`config.mk`:
```
export PLATFORM = sky130hd
export DESIGN_NAME = xmit_priority_scheduler_flat
export DESIGN_NICKNAME = d
export VERILOG_FILES = /design/src/rtl/xmit_priority_scheduler_if.sv /design/src/rtl/xmit_priority_scheduler.sv /design/src/flat_wrapper.sv
export SDC_FILE = /design/constraint.sdc
export NUM_CORES = 1
export LEC_CHECK = 0
export ABC_AREA = 0
export BUFFER_PORTS_ARGS = -buffer_cell sky130_fd_sc_hd__buf_2
export CAP_MARGIN = 40
export CORE_ASPECT_RATIO = 0.7
export CORE_MARGIN = 2
export CORE_UTILIZATION = 54
export CTS_CLUSTER_DIAMETER = 50
export DETAILED_ROUTE_END_ITERATION = 10
export GPL_TIMING_DRIVEN = 1
export PLACE_DENSITY = 0.8
export SYNTH_ARGS = -nofsm -noshare
export SYNTH_HDL_FRONTEND = slang
export SYNTH_SLANG_ARGS = --single-unit
```
`constraint.sdc`:
```
create_clock -name clk_sys -period 2 [get_ports clk_sys]
set_clock_uncertainty 0.1 [all_clocks]
set_input_delay 0.4 -clock clk_sys [delete_from_list [all_inputs] [get_ports clk_sys]]
set_output_delay 0.4 -clock clk_sys [all_outputs]
set_load 0.05 [all_outputs]
```
`src/rtl/xmit_priority_scheduler_if.sv`:
```
// Queue-side and serializer-side handshake bundle for the transmit frame scheduler.
// master = scheduler side, slave = queues/serializer side.
interface xmit_priority_scheduler_if;
    logic        hi_ctrl_valid;
    logic [23:0] hi_ctrl_in;
    logic        hi_ctrl_rd;
    logic        hi_data_rd;
    logic        lo_ctrl_valid;
    logic [23:0] lo_ctrl_in;
    logic        lo_ctrl_rd;
    logic        lo_data_rd;
    logic        tx_ready;
    logic        tx_valid;
    logic        tx_sel;
    logic        tx_sof;
    logic        tx_eof;

    modport master (
        input  hi_ctrl_valid, hi_ctrl_in, lo_ctrl_valid, lo_ctrl_in, tx_ready,
        output hi_ctrl_rd, hi_data_rd, lo_ctrl_rd, lo_data_rd,
        output tx_valid, tx_sel, tx_sof, tx_eof
    );

    modport slave (
        output hi_ctrl_valid, hi_ctrl_in, lo_ctrl_valid, lo_ctrl_in, tx_ready,
        input  hi_ctrl_rd, hi_data_rd, lo_ctrl_rd, lo_data_rd,
        input  tx_valid, tx_sel, tx_sof, tx_eof
    );
endinterface

```
`src/rtl/xmit_priority_scheduler.sv`:
```
// Hi/lo priority frame scheduler: arbitrates, validates the control word, streams or drains
// the frame bytes, then holds an inter-frame gap before the next arbitration.
module xmit_priority_scheduler #(
    parameter int MIN_LEN      = 64,
    parameter int MAX_LEN      = 1518,
    parameter int IFG_CYCLES   = 12,
    parameter int MAX_HI_BURST = 4
) (
    input  logic                       clk_sys,
    input  logic                       reset,
    xmit_priority_scheduler_if.master  bus,
    output logic                       m_discard_en,
    output logic                       busy
);
    localparam int BW = $clog2(MAX_HI_BURST + 1);
    localparam int IW = (IFG_CYCLES > 1) ? $clog2(IFG_CYCLES) : 1;

    typedef enum logic [2:0] {IDLE, POP, CHECK, SEND, DRAIN, GAP} state_t;

    state_t          state_reg, state_next;
    logic            sel_reg, sel_next;
    logic [23:0]     ctrl_reg, ctrl_next;
    logic [11:0]     byte_cnt_reg, byte_cnt_next;
    logic            first_reg, first_next;
    logic [IW-1:0]   ifg_cnt_reg, ifg_cnt_next;
    logic [BW-1:0]   hi_burst_cnt_reg, hi_burst_cnt_next;

    logic [11:0] len;
    logic        len_ok;
    logic        burst_full;
    logic        xfer;

    assign len        = ctrl_reg[23:12];
    assign len_ok     = (len == ctrl_reg[11:0]) && (len >= 12'(MIN_LEN)) && (len <= 12'(MAX_LEN));
    assign burst_full = (hi_burst_cnt_reg == BW'(MAX_HI_BURST));
    assign xfer       = (state_reg == SEND) && bus.tx_ready;

    always_ff @(posedge clk_sys) begin
        if (reset) begin
            state_reg        <= IDLE;
            sel_reg          <= 1'b0;
            ctrl_reg         <= '0;
            byte_cnt_reg     <= '0;
            first_reg        <= 1'b0;
            ifg_cnt_reg      <= '0;
            hi_burst_cnt_reg <= '0;
        end else begin
            state_reg        <= state_next;
            sel_reg          <= sel_next;
            ctrl_reg         <= ctrl_next;
            byte_cnt_reg     <= byte_cnt_next;
            first_reg        <= first_next;
            ifg_cnt_reg      <= ifg_cnt_next;
            hi_burst_cnt_reg <= hi_burst_cnt_next;
        end
    end

    always_comb begin
        state_next        = state_reg;
        sel_next          = sel_reg;
        ctrl_next         = ctrl_reg;
        byte_cnt_next     = byte_cnt_reg;
        first_next        = first_reg;
        ifg_cnt_next      = ifg_cnt_reg;
        hi_burst_cnt_next = hi_burst_cnt_reg;
        case (state_reg)
            IDLE: begin
                // lo only wins when hi is absent or hi has used up its burst allowance
                if (bus.lo_ctrl_valid && (!bus.hi_ctrl_valid || burst_full)) begin
                    sel_next   = 1'b0;
                    state_next = POP;
                end else if (bus.hi_ctrl_valid) begin
                    sel_next   = 1'b1;
                    state_next = POP;
                end
            end
            POP: begin
                ctrl_next = sel_reg ? bus.hi_ctrl_in : bus.lo_ctrl_in;
                if (sel_reg) begin
                    if (!burst_full) hi_burst_cnt_next = hi_burst_cnt_reg + 1'b1;
                end else begin
                    hi_burst_cnt_next = '0;
                end
                state_next = CHECK;
            end
            CHECK: begin
                byte_cnt_next = len;
                first_next    = 1'b1;
                ifg_cnt_next  = '0;
                if (len_ok)         state_next = SEND;
                else if (len == '0) state_next = GAP;
                else                state_next = DRAIN;
            end
            SEND: begin
                if (bus.tx_ready) begin
                    byte_cnt_next = byte_cnt_reg - 1'b1;
                    first_next    = 1'b0;
                    if (byte_cnt_reg == 12'd1) state_next = GAP;
                end
            end
            DRAIN: begin
                byte_cnt_next = byte_cnt_reg - 1'b1;
                if (byte_cnt_reg == 12'd1) state_next = GAP;
            end
            GAP: begin
                if (ifg_cnt_reg == IW'(IFG_CYCLES - 1)) begin
                    ifg_cnt_next = '0;
                    state_next   = IDLE;
                end else begin
                    ifg_cnt_next = ifg_cnt_reg + 1'b1;
                end
            end
            default: state_next = IDLE;
        endcase
    end

    // Index 1 = hi queue, index 0 = lo queue; strobes only ever go to the latched selection.
    logic [1:0] ctrl_rd_vec;
    logic [1:0] data_rd_vec;
    generate
        for (genvar gi = 0; gi < 2; gi++) begin : g_queue
            assign ctrl_rd_vec[gi] = (state_reg == POP) && (sel_reg == (gi == 1));
            assign data_rd_vec[gi] = (xfer || (state_reg == DRAIN)) && (sel_reg == (gi == 1));
        end
    endgenerate

    assign bus.hi_ctrl_rd = ctrl_rd_vec[1];
    assign bus.lo_ctrl_rd = ctrl_rd_vec[0];
    assign bus.hi_data_rd = data_rd_vec[1];
    assign bus.lo_data_rd = data_rd_vec[0];
    assign bus.tx_valid   = (state_reg == SEND);
    assign bus.tx_sel     = (state_reg == SEND) && sel_reg;
    assign bus.tx_sof     = (state_reg == SEND) && first_reg;
    assign bus.tx_eof     = (state_reg == SEND) && (byte_cnt_reg == 12'd1);
    assign m_discard_en   = (state_reg == DRAIN);
    assign busy           = (state_reg != IDLE);
endmodule

```
`src/flat_wrapper.sv`:
```
// flat-port wrapper written by rule: the top's interface ports become plain ports
module xmit_priority_scheduler_flat 
#(
    parameter int MIN_LEN      = 64,
    parameter int MAX_LEN      = 1518,
    parameter int IFG_CYCLES   = 12,
    parameter int MAX_HI_BURST = 4
)
  (clk_sys, reset, m_discard_en, busy, bus_hi_ctrl_valid, bus_hi_ctrl_in, bus_lo_ctrl_valid, bus_lo_ctrl_in, bus_tx_ready, bus_hi_ctrl_rd, bus_hi_data_rd, bus_lo_ctrl_rd, bus_lo_data_rd, bus_tx_valid, bus_tx_sel, bus_tx_sof, bus_tx_eof);
  xmit_priority_scheduler_if bus_i ();
  input  logic clk_sys;
  input  logic reset;
  output logic m_discard_en;
  output logic busy;
  input wire logic [$bits(bus_i.hi_ctrl_valid)-1:0] bus_hi_ctrl_valid;
  input wire logic [$bits(bus_i.hi_ctrl_in)-1:0] bus_hi_ctrl_in;
  input wire logic [$bits(bus_i.lo_ctrl_valid)-1:0] bus_lo_ctrl_valid;
  input wire logic [$bits(bus_i.lo_ctrl_in)-1:0] bus_lo_ctrl_in;
  input wire logic [$bits(bus_i.tx_ready)-1:0] bus_tx_ready;
  output wire logic [$bits(bus_i.hi_ctrl_rd)-1:0] bus_hi_ctrl_rd;
  output wire logic [$bits(bus_i.hi_data_rd)-1:0] bus_hi_data_rd;
  output wire logic [$bits(bus_i.lo_ctrl_rd)-1:0] bus_lo_ctrl_rd;
  output wire logic [$bits(bus_i.lo_data_rd)-1:0] bus_lo_data_rd;
  output wire logic [$bits(bus_i.tx_valid)-1:0] bus_tx_valid;
  output wire logic [$bits(bus_i.tx_sel)-1:0] bus_tx_sel;
  output wire logic [$bits(bus_i.tx_sof)-1:0] bus_tx_sof;
  output wire logic [$bits(bus_i.tx_eof)-1:0] bus_tx_eof;
  assign bus_i.hi_ctrl_valid = bus_hi_ctrl_valid;
  assign bus_i.hi_ctrl_in = bus_hi_ctrl_in;
  assign bus_i.lo_ctrl_valid = bus_lo_ctrl_valid;
  assign bus_i.lo_ctrl_in = bus_lo_ctrl_in;
  assign bus_i.tx_ready = bus_tx_ready;
  assign bus_hi_ctrl_rd = bus_i.hi_ctrl_rd;
  assign bus_hi_data_rd = bus_i.hi_data_rd;
  assign bus_lo_ctrl_rd = bus_i.lo_ctrl_rd;
  assign bus_lo_data_rd = bus_i.lo_data_rd;
  assign bus_tx_valid = bus_i.tx_valid;
  assign bus_tx_sel = bus_i.tx_sel;
  assign bus_tx_sof = bus_i.tx_sof;
  assign bus_tx_eof = bus_i.tx_eof;
  xmit_priority_scheduler #(.MIN_LEN(MIN_LEN), .MAX_LEN(MAX_LEN), .IFG_CYCLES(IFG_CYCLES), .MAX_HI_BURST(MAX_HI_BURST)) u_core (.clk_sys(clk_sys), .reset(reset), .bus(bus_i), .m_discard_en(m_discard_en), .busy(busy));
endmodule
```
Yosys cells after proc, flatten, opt, wreduce, memory -nomap -nowiden
Cells that the tools add are included.

Add/subtract/negate cells: 3. Multipliers: 0. Divide/modulo/power cells: 0. Order comparisons: 2. Equal/unequal tests: 13. Shift-type cells: 0. Muxes and demuxes: 19. Bitwise operators: 1. Reduce and logical (&&, ||, !) cells: 26.

Operator list (number): 12-bit one-hot mux with 3 select lines (1); 24-bit 2-to-1 mux (1); 3-bit 2-to-1 mux (8); 3-bit one-hot mux with 6 select lines (1); 12-bit by 1-bit equality test with 1-bit output, second input constant (1); 12-bit equality test (1); 12-bit by 7-bit >= comparator with 1-bit output, second input constant (1); 12-bit by 11-bit <= comparator with 1-bit output, second input constant (1); 12-bit zero test (1); 12-bit 2-to-1 mux (1); 12-bit by 1-bit subtractor with 12-bit output, second input constant (1); 1-bit logical AND (11); 3-bit equality test, second input constant (3); 4-bit one-hot mux with 2 select lines (1); 2-bit AND reduction (4); 3-bit by 2-bit equality test with 1-bit output, second input constant (2); 2-bit nonzero test (3); 3-bit nonzero test (2); 4-bit by 1-bit adder with 4-bit output, second input constant (1); 4-bit equality test, second input constant (1); 1-bit 2-to-1 mux (4); 4-bit 2-to-1 mux (1); 2-bit != test, second input constant (2); 3-bit by 1-bit adder with 3-bit output, second input constant (1); other kinds (9) (10).

Register bits: 48. Bits in latches: 0. RAM bits: 0. ROM bits: 0. Input bits: 53. Logic and storage cells: 71. Memories: 0.

Logic depth before layout (Yosys ltp)
Gate-level depths: netlist of run 1.

Depth after elaboration: 5. Depth in mapped cells: 9.

Worst setup path before layout of run 1
No wires, ideal clock.

Path type: reg-to-output. Start: reg u_core.state_reg[1]. End: out bus_hi_data_rd. Arrival time: 1.959 ns. Slack: -0.459 ns. Stages on the path, launching flop included: 5. Path buffers: 1. Cells stage by stage: dfxtp_1 -> clkbuf_1 -> nor3b_4 -> a31oi_1 -> nor2b_1.

RTL lines: start, declared (line xmit_priority_scheduler.sv:20) `state_t state_reg, state_next;`; start signal, assigned (line xmit_priority_scheduler.sv:48) `state_reg <= state_next;`; 3-bit equality test; net m_discard_en (line flat_wrapper.sv:13) `output logic m_discard_en;`; 1-bit logical OR (line xmit_priority_scheduler.sv:123) `assign data_rd_vec[gi] = (xfer || (state_reg == DRAIN)) && (sel_reg == (gi == 1));`; 1-bit logical AND (line xmit_priority_scheduler.sv:123); end, declared (line flat_wrapper.sv:21) `output wire logic [$bits(bus_i.hi_data_rd)-1:0] bus_hi_data_rd;`.

The timed path passes the listed nets, and every way through them passes these cells.

Final worst setup path of run 1
Start: reg u_core.byte_cnt_reg[8]. End: out bus_tx_eof.

Longest elaborated chain between the ends: 2.

Ends and longest elaborated chain: start, declared (line xmit_priority_scheduler.sv:23) `logic [11:0] byte_cnt_reg, byte_cnt_next;`; start signal, assigned (line xmit_priority_scheduler.sv:51) `byte_cnt_reg <= byte_cnt_next;`; 12-bit by 1-bit equality test with 1-bit output (line xmit_priority_scheduler.sv:134) `assign bus.tx_eof = (state_reg == SEND) && (byte_cnt_reg == 12'd1);`; 1-bit logical AND (line xmit_priority_scheduler.sv:134); end, declared (line flat_wrapper.sv:27) `output wire logic [$bits(bus_i.tx_eof)-1:0] bus_tx_eof;`.

Every way passes these cells.

==> flow_summary.toml, run 1 <==
[worst_setup_path]
timing.rr.start = "u_core.byte_cnt_reg[2]"
worstPathRequired_ns = 1.50
crit_type = "reg2out"
r2r-end = "u_core.byte_cnt_reg[7]"
worstPathCellList = "nor4_1, nand4_1, nor2_2, buf_6"
critical_path.top_delay_family = "simple AND/OR/NAND/NOR gates"
critPathSlowestCell = "dfxtp_1"
reg2reg_slack_ns = 0.01
crit_path_end_kind = "primary output"
rr_worst_depth = 5
critPathBufInv = 1
cpPeakStageDelay_ns = 0.36
startpoint_type = "register"
crit_start = "u_core.byte_cnt_reg[8]"
cp_max_fo = 5
crit_arrival_ns = 1.52

[sta]
tightest_slew_ns = 0.5877
clock.fmax_ghz = 0.4948
period_minus_slack_ns = 2.021
drv_slew = 0
hold_viol_final = 0
maxSlewHeadroom_pct = 60.82
finalWorstSetupSlack_ns = -0.02090
final-setup-viol-count = 1
min_period_over_period_pct = 101.0
rsz0062_at_grt = "true"
hold_ws_ns = 0.3164

[worst_hold_path]
min_path_type = "in2reg"
hp-start = "bus_hi_ctrl_valid"
whs_path_depth = 3
whs_endpoint = "u_core.sel_reg"

[clock_network]
htreeDepth = 2
clkTransAtPathRegs_ns = 0.09
ctsHoldBuffers = 0
cts_made_buffers = 5
tritoncts = "yes"
clk_latency_ns = 0.30
root_buffer = "clkbuf_8"
clock-sinks = 48
cts_buffer_depth = 2

[floorplan]
dieArea_um2 = 5767
ios = 63
core_um2 = 4887
die_y_um = 64.14
initial_core_util_pct = 57.09
die_w_um = 89.92
row_count = 21

[global_route]
grt_pass1_wl_um = 13500
grt_pass1_vias = 2766
grt_max_degree = 48
antenna_found_initial = 0
globalRouteOverflowTotal = 0
track_usage_pct = 28.90

[final_layout]
nets = 474
antennaDiodeCount = 0
largest_reg_flops = 24
syn2layout_area_growth_pct = 25.92
drive_gt1_share_pct = 28.06
final_util_pct = 71.89

[synthesis]
synth_edf_count = 0
synth_area_um2 = 2790
yosysUniqueCellTypes = 50
synth.avg_cell_area_um2 = 8.111
synth_seq_area_share_pct = 34.44
synthFlopType = "dfxtp_1"
ys_seq_elements = 48
synth_cells = 344
yosys_warnings = 0
syn-num-nets = 402
ys_async_sr_fraction_pct = 0

[routing]
routed_wl_um = 8051
via_per_inst = 6.039
ant_nets = 0
num_vias = 2935
drt_iter0_drc = 277
routedWlPerCell_um = 16.57
drt_pass1_iterations = 5
drc = 0

[run_status]
violations = "negative setup slack"
status = "complete, but fails checks"

[place]
dp_hpwl_um = 5849
gp_congestion = 0.9338
numPortBuffers = 62

[power]
p_leak_nw = 1.403
power_density_nw_per_um2 = 1394
ir_drop_v = 0.001054

[run]
max_cap_viol_count = 0
## power by group
group,leakage (nW),switching (mW),internal [mW]
combinational,0.962,1.44,1.16
clock,0.0445,0.338,0.282
sequential,0.397,0.420,1.26
total,1.40,2.20,2.70
## worst reg2reg max path, stage by stage, from the launching register on
cell	delay, ns
dfxtp_4	0.37
buf_4	0.14
or4_1	0.56
nor4_1	0.31
o21ai_0	0.14
a221oi_1	0.28
## logic make-up after synthesis
logic type | share of synthesized area [%]
flip-flops | 34.44
AO/OA/AOI/OAI | 21.88
multiplexers | 9.776
adder cells (fa/ha/maj) | 2.242
XOR/XNOR | 3.453
buffers and inverters | 4.574
AND/OR/NAND/NOR | 23.63
## synth_stat cells, types with 2 or more instances
cell	instances	area share, %
dfxtp_1	48	34
nor2_1	46	6.2
a211oi_1	27	7.3
mux2i_1	25	9.0
nand2_1	21	2.8
a21oi_1	18	3.2
o21ai_0	18	3.2
clkbuf_1	14	1.9
nor3_1	11	2.0
inv_1	10	1.3
nand3_1	9	1.6
xnor2_1	7	2.2
a22oi_1	6	1.6
buf_2	6	1.1
a31oi_1	5	1.1
and2_1	5	1.1
ha_1	5	2.2
nor2b_1	5	1.1
nor4_1	5	1.1
nand2b_1	4	0.90
nand4_1	4	0.90
xor2_1	4	1.3
nand3b_1	3	0.81
o22ai_1	3	0.67
or3_1	3	0.67
a2111oi_0	2	0.63
a32oi_1	2	0.63
mux2_2	2	0.81
nor3b_1	2	0.54
o211ai_1	2	0.54
o2bb2ai_1	2	0.63
or4_1	2	0.54
## timing repair
action,4_1_cts,5_1_grt
pin swaps,2,4
setup endpoints to repair,9,14
buffers inserted,2,1
gates resized for setup,13,13
## area by class of cell
class                      instances  area, µm²
clock buffer                       7      86.33
clock inverter                     1      7.507
tap                               69      86.33
multi-input combinational        264       1769
sequential                        48      977.2
inverter                          11      41.29
fill                             404       1374
timing repair buffer              86      545.5
## worst max path at each step
stage | endpoint | cells after the start
3_3_place_gp | u_core.state_reg[0] | 6
5_1_grt | bus_tx_eof | 4
6_report | bus_tx_eof | 4
2_1_floorplan | u_core.byte_cnt_reg[5] | 7
4_1_cts | bus_tx_eof | 4
3_5_place_dp | u_core.state_reg[0] | 6
## per-layer routing
metal | wire length, µm | global-route usage [%] | up-vias
li1 | - | - | 1400
met1 | 3710 | 40.15 | 1364
met2 | 3594 | 46.21 | 161
met3 | 648 | 5.425 | 10
met4 | 97 | 8.269 | 0
met5 | 0 | 0 | -
## layout by cell type, fill, tap and decap left out, types with 5 or more instances in the layout
| master | n |
|---|---|
| a21oi_1 | 18 |
| nor2_1 | 43 |
| nand3_1 | 9 |
| a211oi_1 | 27 |
| o21ai_0 | 18 |
| buf_4 | 21 |
| dfxtp_1 | 41 |
| clkbuf_8 | 6 |
| xnor2_1 | 7 |
| nor3_1 | 10 |
| ha_1 | 5 |
| buf_2 | 56 |
| a22oi_1 | 6 |
| nand2_1 | 21 |
| inv_1 | 10 |
| nor4_1 | 5 |
| mux2i_1 | 25 |
## through the flow
step	cell area, µm²	setup WS [ns]	power (mW)	std cells	TNS, ns
2_1_floorplan	2838	-0.1171	3.341	344	-0.4358
3_5_place_dp	3321	0.03196	4.074	475	0
6_report	3513	-0.02090	4.897	486	-0.02090
4_1_cts	3470	-0.01911	4.787	485	-0.01911
5_1_grt	3513	-0.09355	5.215	486	-0.1790
3_3_place_gp	3321	0.1262	3.983	475	0
No activity file was read; power rests on OpenSTA's default activity.
==> run 2, diff against run 1 <==
CORE_MARGIN = not set   (was 2)
CORE_UTILIZATION = 55   (was 54)
CTS_CLUSTER_DIAMETER = 40   (was 50)
PLACE_DENSITY = 0.81   (was 0.8)
clock period = 2.45 ns   (was 2 ns; I/O delays follow)
==> run 2 against run 1 <==
Against the previous run: the flow now finishes without violations; first-iteration DRC count down 45%; die area fell by 6.9%; critical path depth unchanged; utilization shrank 3.1 points; global-route usage decreased by 1.4 points; count of clock-buffer cells in the layout is 2 lower; power is 21% lower; clock power up 6.6%; largest power group unchanged.
==> flow_summary.toml, run 2 (same netlist as run 1, synthesis figures left out) <==
[run_status]
status = "finished clean"

[worst_setup_path]
worstPathRequired_ns = 1.86
r2r-end = "u_core.state_reg[0]"
crit_arrival_ns = 1.77
crit_type = "reg2out"
reg2reg_slack_ns = 0.45
timing.rr.start = "u_core.byte_cnt_reg[5]"
startpoint_type = "register"
rr_worst_depth = 6
crit_path_end_kind = "primary output"
cp_max_fo = 7

[power]
p_int_mw = 2.196
netSwitchingPower_mw = 1.673
power_density_nw_per_um2 = 1163
p_seq_share_pct = 35.2
pwr-share-clk_pct = 17.1
ir_drop_v = 0.0007949
p_leak_nw = 1.334
power_frac_comb_pct = 47.7
power_switching_share_pct = 43.25

[place]
place_ws_ns = 0.3366
dp_hpwl_um = 5132
gp_congestion = 0.8543
numPortBuffers = 62

[final_layout]
drive_gt1_share_pct = 22.58
largest_reg_flops = 24
nets = 461
syn2layout_area_growth_pct = 19.19
final_cell_mix = "buf_2 (62), dfxtp_1 (46), nor2_1 (45)"
final_common_cell = "buf_2"
antennaDiodeCount = 0
fillerInstances = 418

[sta]
rsz0062_at_grt = "false"
period_minus_slack_ns = 2.361
hold_ws_ns = 0.3908
min_period_over_period_pct = 96.36
hold_viol_final = 0
tightest_slew_ns = 0.6556
final-setup-viol-count = 0
maxSlewHeadroom_pct = 56.30
drv_slew = 0
finalWorstSetupSlack_ns = 0.08927
clock.fmax_ghz = 0.4236
setup_tns_ns = 0

[clock_network]
ctsHoldBuffers = 0
tritoncts = "yes"
cts_made_buffers = 5
root_buffer = "clkbuf_8"
clk_latency_ns = 0.30
cts_buffer_depth = 2
htreeDepth = 2
clock-sinks = 48
clkTransAtPathRegs_ns = 0.09

[routing]
drt_pass1_iterations = 6
via_per_inst = 5.879
drc = 0
drt_iter0_drc = 152
ant_nets = 0
routedWlPerCell_um = 14.88
routed_wl_um = 7024
num_vias = 2775

[global_route]
globalRouteOverflowTotal = 0
grt_pass1_wl_um = 11210
track_usage_pct = 27.52
grt_pass1_vias = 2387
antenna_found_initial = 0
grt_max_degree = 52

[worst_hold_path]
min_path_type = "in2reg"
whs_path_depth = 3
hp-start = "bus_hi_ctrl_valid"
whs_endpoint = "u_core.sel_reg"

[floorplan]
row_count = 21
initial_core_util_pct = 57.71
die_y_um = 61.59
core_um2 = 4835
ios = 63
die_w_um = 87.13
dieArea_um2 = 5366

[run]
max_cap_viol_count = 0
-- run 2: power groups by stage --
stage / registers [mW] / logic (mW) / clock network [mW]
final: 1.36 / 1.84 / 0.661
after global routing: 1.39 / 2.04 / 0.698
after CTS: 1.34 / 1.80 / 0.671
after floorplan: 1.22 / 1.46 / 0
after global placement: 1.35 / 1.75 / 0
after detailed placement: 1.36 / 1.78 / 0
-- run 2: stage by stage --
| step | cells | area, µm² | total power [mW] | util, % |
|---|---|---|---|---|
| floorplan | 344 | 2795 | 2.686 | - |
| global placement | 463 | 3181 | 3.100 | 65.79 |
| detailed placement | 463 | 3181 | 3.145 | 65.79 |
| CTS | 470 | 3311 | 3.819 | 68.48 |
| global route | 472 | 3326 | 4.130 | 68.79 |
| finish | 472 | 3326 | 3.869 | 68.79 |
-- run 2: cell type report --
type	instances	area (µm²)	area share (%)
clock buffer	5	68.82	2.069
tap	69	86.33	2.596
inverter	11	41.29	1.242
multi-input combinational	264	1713	51.50
sequential	48	963.4	28.97
timing repair buffer	73	392.9	11.81
clock inverter	2	60.06	1.806
-- run 2: worst max path at each step --
| stage | startpoint | to | slack (ns) | depth (start not counted) |
|---|---|---|---|---|
| 2_1_floorplan | u_core.state_reg[1] | bus_hi_data_rd | 0.12 | 4 |
| 3_3_place_gp | u_core.state_reg[1] | bus_hi_data_rd | 0.36 | 4 |
| 3_5_place_dp | u_core.state_reg[1] | bus_hi_data_rd | 0.34 | 4 |
| 4_1_cts | u_core.byte_cnt_reg[2] | bus_tx_eof | 0.03 | 4 |
| 5_1_grt | u_core.state_reg[2] | bus_hi_data_rd | 0.004 | 4 |
| 6_report | u_core.state_reg[0] | bus_hi_data_rd | 0.09 | 4 |
-- run 2: critical path, cell delays in order, from the launching register on --
cell and delay [ns]:
dfxtp_1 0.50, nor2b_1 0.30, a31oi_1 0.25, nor2b_2 0.15
buf_2 0.26
-- run 2: routing by layer --
metal  wire (µm)  global-route usage, %
met2        3096                  46.01
met5           0                      0
met1        3352                  37.11
met3         462                  4.692
met4         112                  8.431
-- run 2: timing repair --
item / CTS / global route
endpoints found under the setup margin: 1 / 1
gates resized for setup: 1 / 0
buffers inserted: 0 / 2
pin swaps: 0 / 2
==> run 3, diff against run 2 <==
CELL_PAD_IN_SITES_DETAIL_PLACEMENT = 0   (was not set)
CELL_PAD_IN_SITES_GLOBAL_PLACEMENT = 1   (was not set)
CORE_UTILIZATION = 43   (was 55)
PLACE_DENSITY = not set   (was 0.81)
PLACE_DENSITY_LB_ADDON = 0.1   (was not set)
==> run 3 against run 2 <==
Against the previous run: the flow now finishes with violations (design-rule violations); hold slack got worse by 0.0015 ns; routed wire length is 6.4% higher; design area shrank 0.68%; die area increased by 27%; clock power decreased by 24%; worst setup slack better by 0.051 ns.
==> flow_summary.toml, run 3 (same netlist as run 1, synthesis figures left out) <==
[final_layout]
drive_gt1_share_pct = 22.77
final_cell_mix = "buf_2 (62), nor2_1 (45), dfxtp_1 (44)"
final_util_pct = 52.88
fin_area_um2 = 3303
syn2layout_area_growth_pct = 18.39
antennaDiodeCount = 0
fillerInstances = 649
fin_cells = 482
final_common_cell = "buf_2"
nets = 461
largest_reg_flops = 24

[global_route]
grt_pass1_vias = 2360
grt_max_degree = 52
grt_pass1_wl_um = 12290
track_usage_pct = 22.80
antenna_found_initial = 0
globalRouteOverflowTotal = 0

[clock_network]
cts_made_buffers = 5
tritoncts = "yes"
clk_latency_ns = 0.30
clock-sinks = 48
root_buffer = "clkbuf_8"
ctsHoldBuffers = 0
htreeDepth = 2
clkTransAtPathRegs_ns = 0.09
cts_buffer_depth = 2

[floorplan]
initial_core_util_pct = 44.67
core_um2 = 6246
row_count = 24
ios = 63
dieArea_um2 = 6820
die_y_um = 69.40
die_w_um = 98.28

[power]
ir_drop_v = 0.0007396
power_density_nw_per_um2 = 1117
p_leak_nw = 1.318
finalPower_mw = 3.691

[routing]
drt_iter0_drc = 165
routedWlPerCell_um = 15.50
routed_wl_um = 7473
num_vias = 2704
via_per_inst = 5.610
ant_nets = 0
drt_pass1_iterations = 8
drc = 2

[sta]
min_period_over_period_pct = 94.27
period_minus_slack_ns = 2.310
final-setup-viol-count = 0
tightest_slew_ns = 0.6295
maxSlewHeadroom_pct = 58.03
hold_viol_final = 0
clock.fmax_ghz = 0.4330
rsz0062_at_grt = "false"
drv_slew = 0
setup_tns_ns = 0

[worst_setup_path]
crit_type = "reg2out"
cp_max_fo = 4
startpoint_type = "register"
crit_path_end_kind = "primary output"
crit_arrival_ns = 1.72
reg2reg_slack_ns = 0.45
worstPathRequired_ns = 1.86

[place]
place_area_um2 = 3184
numPortBuffers = 62
dp_hpwl_um = 5415
placed_cells = 471
gp_congestion = 0.8763

[run_status]
status = "complete, but fails checks"
violations = "design-rule violations"

[worst_hold_path]
min_path_type = "in2reg"

[run]
max_cap_viol_count = 0
[run 3: cell types whose count changed in the layout (fill, tap and decap cells not counted), sizes merged]
cell    previous run  this run
clkbuf             5         8
bufinv             2         0
[run 3: timing repair]
action | 4_1_cts | 5_1_grt
resized for setup | 3 | 1
pin swaps | 0 | 1
gates cloned | 0 | 0
buffers inserted | 0 | 3
setup endpoints to repair | 2 | 3
[run 3: worst max-delay path: stages (launching register included)]
cell and delay (ns):
dfxtp_1 0.37, nor4_4 0.40, nand4_1 0.23, nor2_1 0.14, buf_2 0.27
[run 3: final timing paths]
check | start | depth (start not counted) | to
worst max-delay path | u_core.byte_cnt_reg[5] | 4 | bus_tx_eof
worst max register to register | u_core.byte_cnt_reg[5] | 6 | u_core.state_reg[0]
worst min register to register | u_core.byte_cnt_reg[7] | 2 | u_core.byte_cnt_reg[7]
worst min-delay path | bus_hi_ctrl_valid | 3 | u_core.sel_reg
[run 3: final cells by class]
class | count | area (µm²) | area share [%]
repair buffers | 73 | 392.9 | 11.89
multi-input cells | 264 | 1713 | 51.86
well taps | 78 | 97.59 | 2.955
inverters | 11 | 41.29 | 1.250
clock buffers | 8 | 90.09 | 2.727
flip-flops and latches | 48 | 968.4 | 29.32
[run 3: layer usage]
metal	part of all wire [%]	GRT usage, %	vias up
met4	0.84	4.975	0
met5	0	0	-
met3	5.7	3.629	7
met2	41	32.94	85
met1	53	35.22	1233
li1	-	-	1379
[run 3: power by group]
| group | switching, mW | internal [mW] | total (mW) |
|---|---|---|---|
| combinational | 1.03 | 0.775 | 1.81 |
| clock | 0.273 | 0.231 | 0.504 |
| sequential | 0.357 | 1.02 | 1.38 |
| total | 1.66 | 2.03 | 3.69 |
[run 3: stage by stage]
| stage | setup slack, ns | hold WS (ns) |
|---|---|---|
| after floorplan | 0.1154 | 0.3480 |
| after global placement | 0.3085 | 0.3616 |
| after detailed placement | 0.2441 | 0.3924 |
| after CTS | 0.07905 | 0.3831 |
| after global routing | 0.02484 | 0.4238 |
| final | 0.1404 | 0.3893 |
